### src/rtl/guess_checker_pkg.sv
// Shared constants and types for the hangman guess engine: ASCII letter bounds and game states.
package guess_checker_pkg;

  localparam int unsigned ASCII_A      = 32'h41;
  localparam int unsigned ASCII_Z      = 32'h5A;
  localparam int unsigned N_LETTERS    = 26;
  localparam int unsigned LETTER_IDX_W = 5;
  localparam int unsigned MISS_W       = 4;
  localparam int unsigned DEF_WORD_LEN = 7;
  localparam int unsigned DEF_CHAR_W   = 7;

  typedef enum logic [1:0] {
    ST_IDLE = 2'b00,
    ST_PLAY = 2'b01,
    ST_WIN  = 2'b10,
    ST_LOSE = 2'b11
  } game_state_e;

endpackage

### src/rtl/guess_checker_letter_match.sv
// Compares every word slot against one guessed code and flags which slots hold an upper-case letter.
module guess_checker_letter_match
  import guess_checker_pkg::*;
#(
  parameter int unsigned WORD_LEN = DEF_WORD_LEN,
  parameter int unsigned CHAR_W   = DEF_CHAR_W
) (
  input  logic [WORD_LEN*CHAR_W-1:0] word,
  input  logic [CHAR_W-1:0]          guess,
  output logic [WORD_LEN-1:0]        hit,
  output logic [WORD_LEN-1:0]        is_letter
);

  always_comb begin
    hit       = '0;
    is_letter = '0;
    for (int i = 0; i < int'(WORD_LEN); i++) begin
      hit[i]       = (word[CHAR_W*i +: CHAR_W] == guess);
      is_letter[i] = (word[CHAR_W*i +: CHAR_W] >= CHAR_W'(ASCII_A)) &&
                     (word[CHAR_W*i +: CHAR_W] <= CHAR_W'(ASCII_Z));
    end
  end

endmodule

### config.mk
export PLATFORM = sky130hd
export DESIGN_NAME = guess_checker_letter_match
export DESIGN_NICKNAME = d
export VERILOG_FILES = /design/src/rtl/guess_checker_pkg.sv /design/src/rtl/guess_checker_letter_match.sv
export SDC_FILE = /design/constraint.sdc
export NUM_CORES = 1
export LEC_CHECK = 0
export ABC_AREA = 1
export BUFFER_PORTS_ARGS = -buffer_cell sky130_fd_sc_hd__buf_2
export CORE_UTILIZATION = 45
export DETAILED_ROUTE_END_ITERATION = 10
export PLACE_DENSITY = 0.79
export SLEW_MARGIN = 40
export SYNTH_ARGS = -nofsm -noshare
export SYNTH_HDL_FRONTEND = slang
export SYNTH_SLANG_ARGS = --single-unit
export TNS_END_PERCENT = 1
### constraint.sdc
create_clock -name vclk -period 1.34
set_clock_uncertainty 0.15 [all_clocks]
set_input_delay 0.134 -clock vclk [all_inputs]
set_output_delay 0.134 -clock vclk [all_outputs]
set_load 0.005 [all_outputs]
==> results of run 1 <==
## cell usage after synthesis
library cell / instances / area share [%]
o21ai_0: 5 / 2.1
nand2_1: 140 / 44
inv_1: 43 / 13
clkinv_2: 1 / 0.41
nand2_2: 1 / 0.52
xnor2_1: 7 / 5.1
a21oi_1: 7 / 2.9
inv_4: 3 / 1.6
nor3_1: 6 / 2.5
nand3_1: 14 / 5.8
o21bai_1: 1 / 0.62
buf_6: 7 / 6.5
nor2_2: 7 / 3.6
nor2_1: 31 / 9.6
inv_2: 1 / 0.31
inv_6: 2 / 1.5
## path summary, 6_finish.rpt
| check | slack (ns) | from | endpoint | cells past startpoint |
|---|---|---|---|---|
| min | 0.46 | word[19] | is_letter[2] | 5 |
| max | 0.14 | guess[1] | hit[3] | 8 |
## worst min-delay path, stage by stage
cell	delay (ns)
buf_2	0.10
nor2_1	0.05
nand2_1	0.05
a21oi_1	0.04
buf_2	0.11
## through the flow
| step | util (%) | std cells |
|---|---|---|
| 2_1_floorplan | - | 276 |
| 3_3_place_gp | 60.6 | 369 |
| 3_5_place_dp | 60.6 | 369 |
| 4_1_cts | 60.6 | 369 |
| 5_1_grt | 60.6 | 369 |
| 6_report | 60.6 | 369 |
## final cells by class
| type | count | area [um^2] | share of cell area [%] |
|---|---|---|---|
| Inverter | 50 | 206 | 13.6 |
| Multi-Input combinational cell | 219 | 921 | 60.8 |
| Tap cell | 30 | 37.5 | 2.48 |
| Timing Repair Buffer | 70 | 350 | 23.1 |
## logic make-up after synthesis
group | synth area share, %
simple gates | 65.7
buf+inv | 23.7
compound gates | 5.60
xor+xnor | 5.08
## report_power, final
group	internal (uW)	leakage [uW]	total (uW)	switching, uW
combinational	172	0.00107	418	246
clock	0	0	0	0
sequential	0	0	0	0
total	172	0.00107	418	246
## metal layers
metal	vias to the layer above	wire length, um	track usage (%)
met4	0	0	2.63
met5	-	0	0
met1	676	1530	32.0
li1	939	-	-
met3	0	258	1.41
met2	61	1600	44.9
==> results.txt, run 1 <==
Final setup fails: 0
Die Height: 53.8 um
Routability cong.: 0.906
Ant. Diodes: 0
DRT Pass-1 Iters: 4
Fin crit share: 89.3%
Slowest cell on crit path: buf_2
Setup ws final: 0.144 ns
Yosys warns: 0
Type of origin of the critical path: input port
Register area share after synthesis: 0%
Worst-Margin Slew: 0.251 ns
RSZ-0062 raised after global routing: no
Most frequent cells in the layout: nand2_1, buf_2, inv_1, nor2_1, nand3_1
Crit path DAT: 0.91 ns
Pwr Density: 276 nW/um^2
Hold_buf cts: 0
Fin nets: 397
Hold Slack: 0.462 ns
CP bufs+invs: 3
Leakage: 0.00107 uW
Fill cell count: 285
Rows: 18
Number of max-cap violations: 0
Initial drt markers: 45
CP endpoint kind: output pin
Die ar.: 2890 um^2
Clkbuf count: 0
Pin count of the biggest net entering global routing: 10
Vias per inst: 4.54
Crit path kind: in2out
Critical Path RT: 1.06 ns
Synth Instances: 276
Drt total wl: 3390 um
Slew headroom: 83.2%
Post-synthesis net count: 332
First-pass GRT wire length: 5440 um
Setup TNS: 0 ns
Fmax: 836 MHz
Initial antenna violation count: 0
Storage element area: 0 um^2
Initial core utilization: 48.2%
Final hold violation count: 0
Flip-flop and latch count: 0
Worst-path maximum fanout: 8
Commonest non-fill, non-tap cell in the layout: nand2_1
Pwr Total: 418 uW
Placed Area: 1520 um^2
Synth Cell Area: 1210 um^2
Vias in the first global route: 1326
Outcome: finished clean
Critical path's top delay family: buffers and inverters
CTS resizes: 0
Cell Chain, Critical Path: buf_2, inv_4, nand2_1, nand2_1, nor2_1, nand2_1, nor2_2, buf_2
Hold crit path type: in2out
Most used cell, CP: nand2_1
Maximum vdd drop: 0.165 mV
Global route total overflow: 0
Drt wl/cell: 9.18 um
Ratio of cells with drive above 1 in the final layout: 25.1%
GRT Total Usage: 24.6%
DR vias: 1676
I/O pins: 70
Post-route DRC violation count: 0
Post-route cell area: 1520 um^2
Fin. max-slew vios: 0
Area growth syn-to-layout: 25.6%
Post-route ant nets: 0
Die Wd: 53.8 um
Max incr delay on CP: 0.20 ns
Mean Syn Cell Area: 4.37 um^2
Distinct cell type count after synthesis: 16
Min Clock Period, post-route: 1.20 ns
Placeable Area: 2500 um^2
Port bufs: 70
Pre-CTS WS: 0.144 ns
Postcts setup bufs: 0
Final HPWL DP: 2820 um
(Power assumes the default switching activity.)
==> run 2, diff against run 1 <==
--- a/config.mk
+++ b/config.mk
@@ -9,7 +9,7 @@
 export BUFFER_PORTS_ARGS = -buffer_cell sky130_fd_sc_hd__buf_2
 export CORE_UTILIZATION = 45
 export DETAILED_ROUTE_END_ITERATION = 10
-export PLACE_DENSITY = 0.79
+export PLACE_DENSITY = 0.82
 export SLEW_MARGIN = 40
 export SYNTH_ARGS = -nofsm -noshare
 export SYNTH_HDL_FRONTEND = slang
==> run 2 against run 1 <==
Die area did not move. Fmax rose by 1.7%. Sequential share of layout area did not move. Global-route usage fell by 0.46 points. Via count rose by 1.1%.
==> results.txt, run 2 (synthesis gave the netlist of run 1 again) <==
Storage element area: 0 um^2 (unchanged)
Fin nets: 397 (unchanged)
Crit path DAT: 0.89 ns (-0.02 ns)
Fin. max-slew vios: 0 (unchanged)
DRT Pass-1 Iters: 6 (+2)
Most frequent cells in the layout: nand2_1, buf_2, inv_1, nor2_1, nand3_1
First-pass GRT wire length: 5310 um (-2.4%)
HP Start: word[46]
Min Clock Period, post-route: 1.18 ns (-0.0196 ns)
Die Height: 53.8 um (unchanged)
Hold Slack: 0.464 ns (+0.00157 ns)
Global route total overflow: 0 (unchanged)
Met2 Use GR: 45.7% (+0.82 points)
Final setup fails: 0 (unchanged)
Crit path kind: in2out
Worst-Margin Slew: 0.245 ns (-0.00647 ns)
Clkbuf count: 0 (unchanged)
Setup TNS: 0 ns (unchanged)
Final hold violation count: 0 (unchanged)
Fmax: 850 MHz (+1.7%)
Initial drt markers: 28 (-38%)
Vias in the first global route: 1384 (+4.4%)
Vias per inst: 4.59 (+1.1%)
Area growth syn-to-layout: 25.8%
Grt met3 use: 0.565% (-0.85 points)
Slew headroom: 83.7% (+0.43 points)
Max incr delay on CP: 0.23 ns (+0.03 ns)
Hold crit path type: in2out
Multi-input logic area: 921 um^2 (unchanged)
Slowest cell on crit path: buf_2
Ant. Diodes: 0 (unchanged)
Critical Path RT: 1.06 ns (about the same)
RSZ-0062 raised after global routing: no
Initial core utilization: 48.2% (unchanged)
Final HPWL DP: 2700 um (-4.1%)
CP endpoint kind: output pin
Fill cell count: 301 (+5.6%)
Cell Chain, Critical Path: buf_2, inv_6, nand2_1, nand2_1, nor2_1, nand2_1, nor2_2, buf_2
Leakage: 0.00107 uW (about the same)
Most used cell, CP: nand2_1
Post-route DRC violation count: 0 (unchanged)
Number of max-cap violations: 0 (unchanged)
Routability cong.: 0.892 (-1.5%)
Post-route ant nets: 0 (unchanged)
Flip-flop and latch count: 0 (unchanged)
Die ar.: 2890 um^2 (unchanged)
Hold endpoint: is_letter[6]
Worst-path maximum fanout: 8 (unchanged)
Drt total wl: 3290 um (-2.9%)
GRT Max-Usage Layer: met2
Initial antenna violation count: 0 (unchanged)
Rows: 18 (unchanged)
DR vias: 1694 (+1.1%)
Maximum vdd drop: 0.157 mV (-5.3%)
Drt wl/cell: 8.91 um (-2.9%)
Type of origin of the critical path: input port
Ratio of cells with drive above 1 in the final layout: 25.1% (unchanged)
Pwr Density: 275 nW/um^2 (-0.23%)
Placeable Area: 2500 um^2 (unchanged)
Pwr Total: 418 uW (about the same)
Placed Area: 1520 um^2 (unchanged)
Die Wd: 53.8 um (unchanged)
Outcome: finished clean
Commonest non-fill, non-tap cell in the layout: nand2_1
GRT Total Usage: 24.1% (-0.46 points)
Fin crit share: 87.8% (-1.5 points)
Post-route cell area: 1520 um^2 (+0.17%)
Min-Delay Path Depth: 4 (-1)
Port bufs: 70 (unchanged)
I/O pins: 70 (unchanged)
Pin count of the biggest net entering global routing: 10 (unchanged)
Met1 usage: 30.0% (-2.0 points)
run 2: cell count changes in the layout (fill, tap and decap cells not counted), sizes merged:
cell    previous run  this run
buf               70        69
clkbuf             0         1
run 2: area by class of cell:
| type | instances | share of cell area (%) |
|---|---|---|
| multi-input cells | 219 | 60.7 |
| repair buffers | 70 | 23.2 |
| inverters | 50 | 13.6 |
| well taps | 30 | 2.47 |
run 2: timing repair:
item                       in CTS  in global routing
setup endpoints to repair       0                  1
hold buffers                    0                  0
setup buffers                   0                  0
resized for setup               0                  1
run 2: worst max-delay path by stage:
stage | start | endpoint | slack, ns | depth (start not counted)
global placement | guess[1] | hit[3] | 0.17 | 8
CTS | guess[0] | hit[3] | 0.16 | 8
floorplan | guess[5] | hit[2] | 0.45 | 6
finish | guess[3] | hit[0] | 0.16 | 8
detailed placement | guess[0] | hit[3] | 0.16 | 8
global route | guess[1] | hit[2] | 0.03 | 8
run 2: power breakdown:
group / internal, uW / switching, uW / total [uW]
clock network: 0 / 0 / 0
registers: 0 / 0 / 0
logic: 173 / 245 / 418
total: 173 / 245 / 418
run 2: metal layers:
metal | vias up | wire, um
li1 | 937 | -
met1 | 692 | 1520
met2 | 63 | 1470
met3 | 2 | 287
met4 | 0 | 8
met5 | - | 0
run 2: worst max-delay path, delay by kind of cell:
| kind | cells | cell delay (ns) |
|---|---|---|
| simple gates | 5 | 0.35 |
| buf+inv | 3 | 0.41 |
run 2: stage by stage:
step                setup WS [ns]  instances  utilization [%]
floorplan                   0.453        276                -
global placement            0.168        369             60.6
detailed placement          0.160        369             60.6
CTS                         0.156        369             60.6
global route               0.0290        369             60.7
finish                      0.164        369             60.7
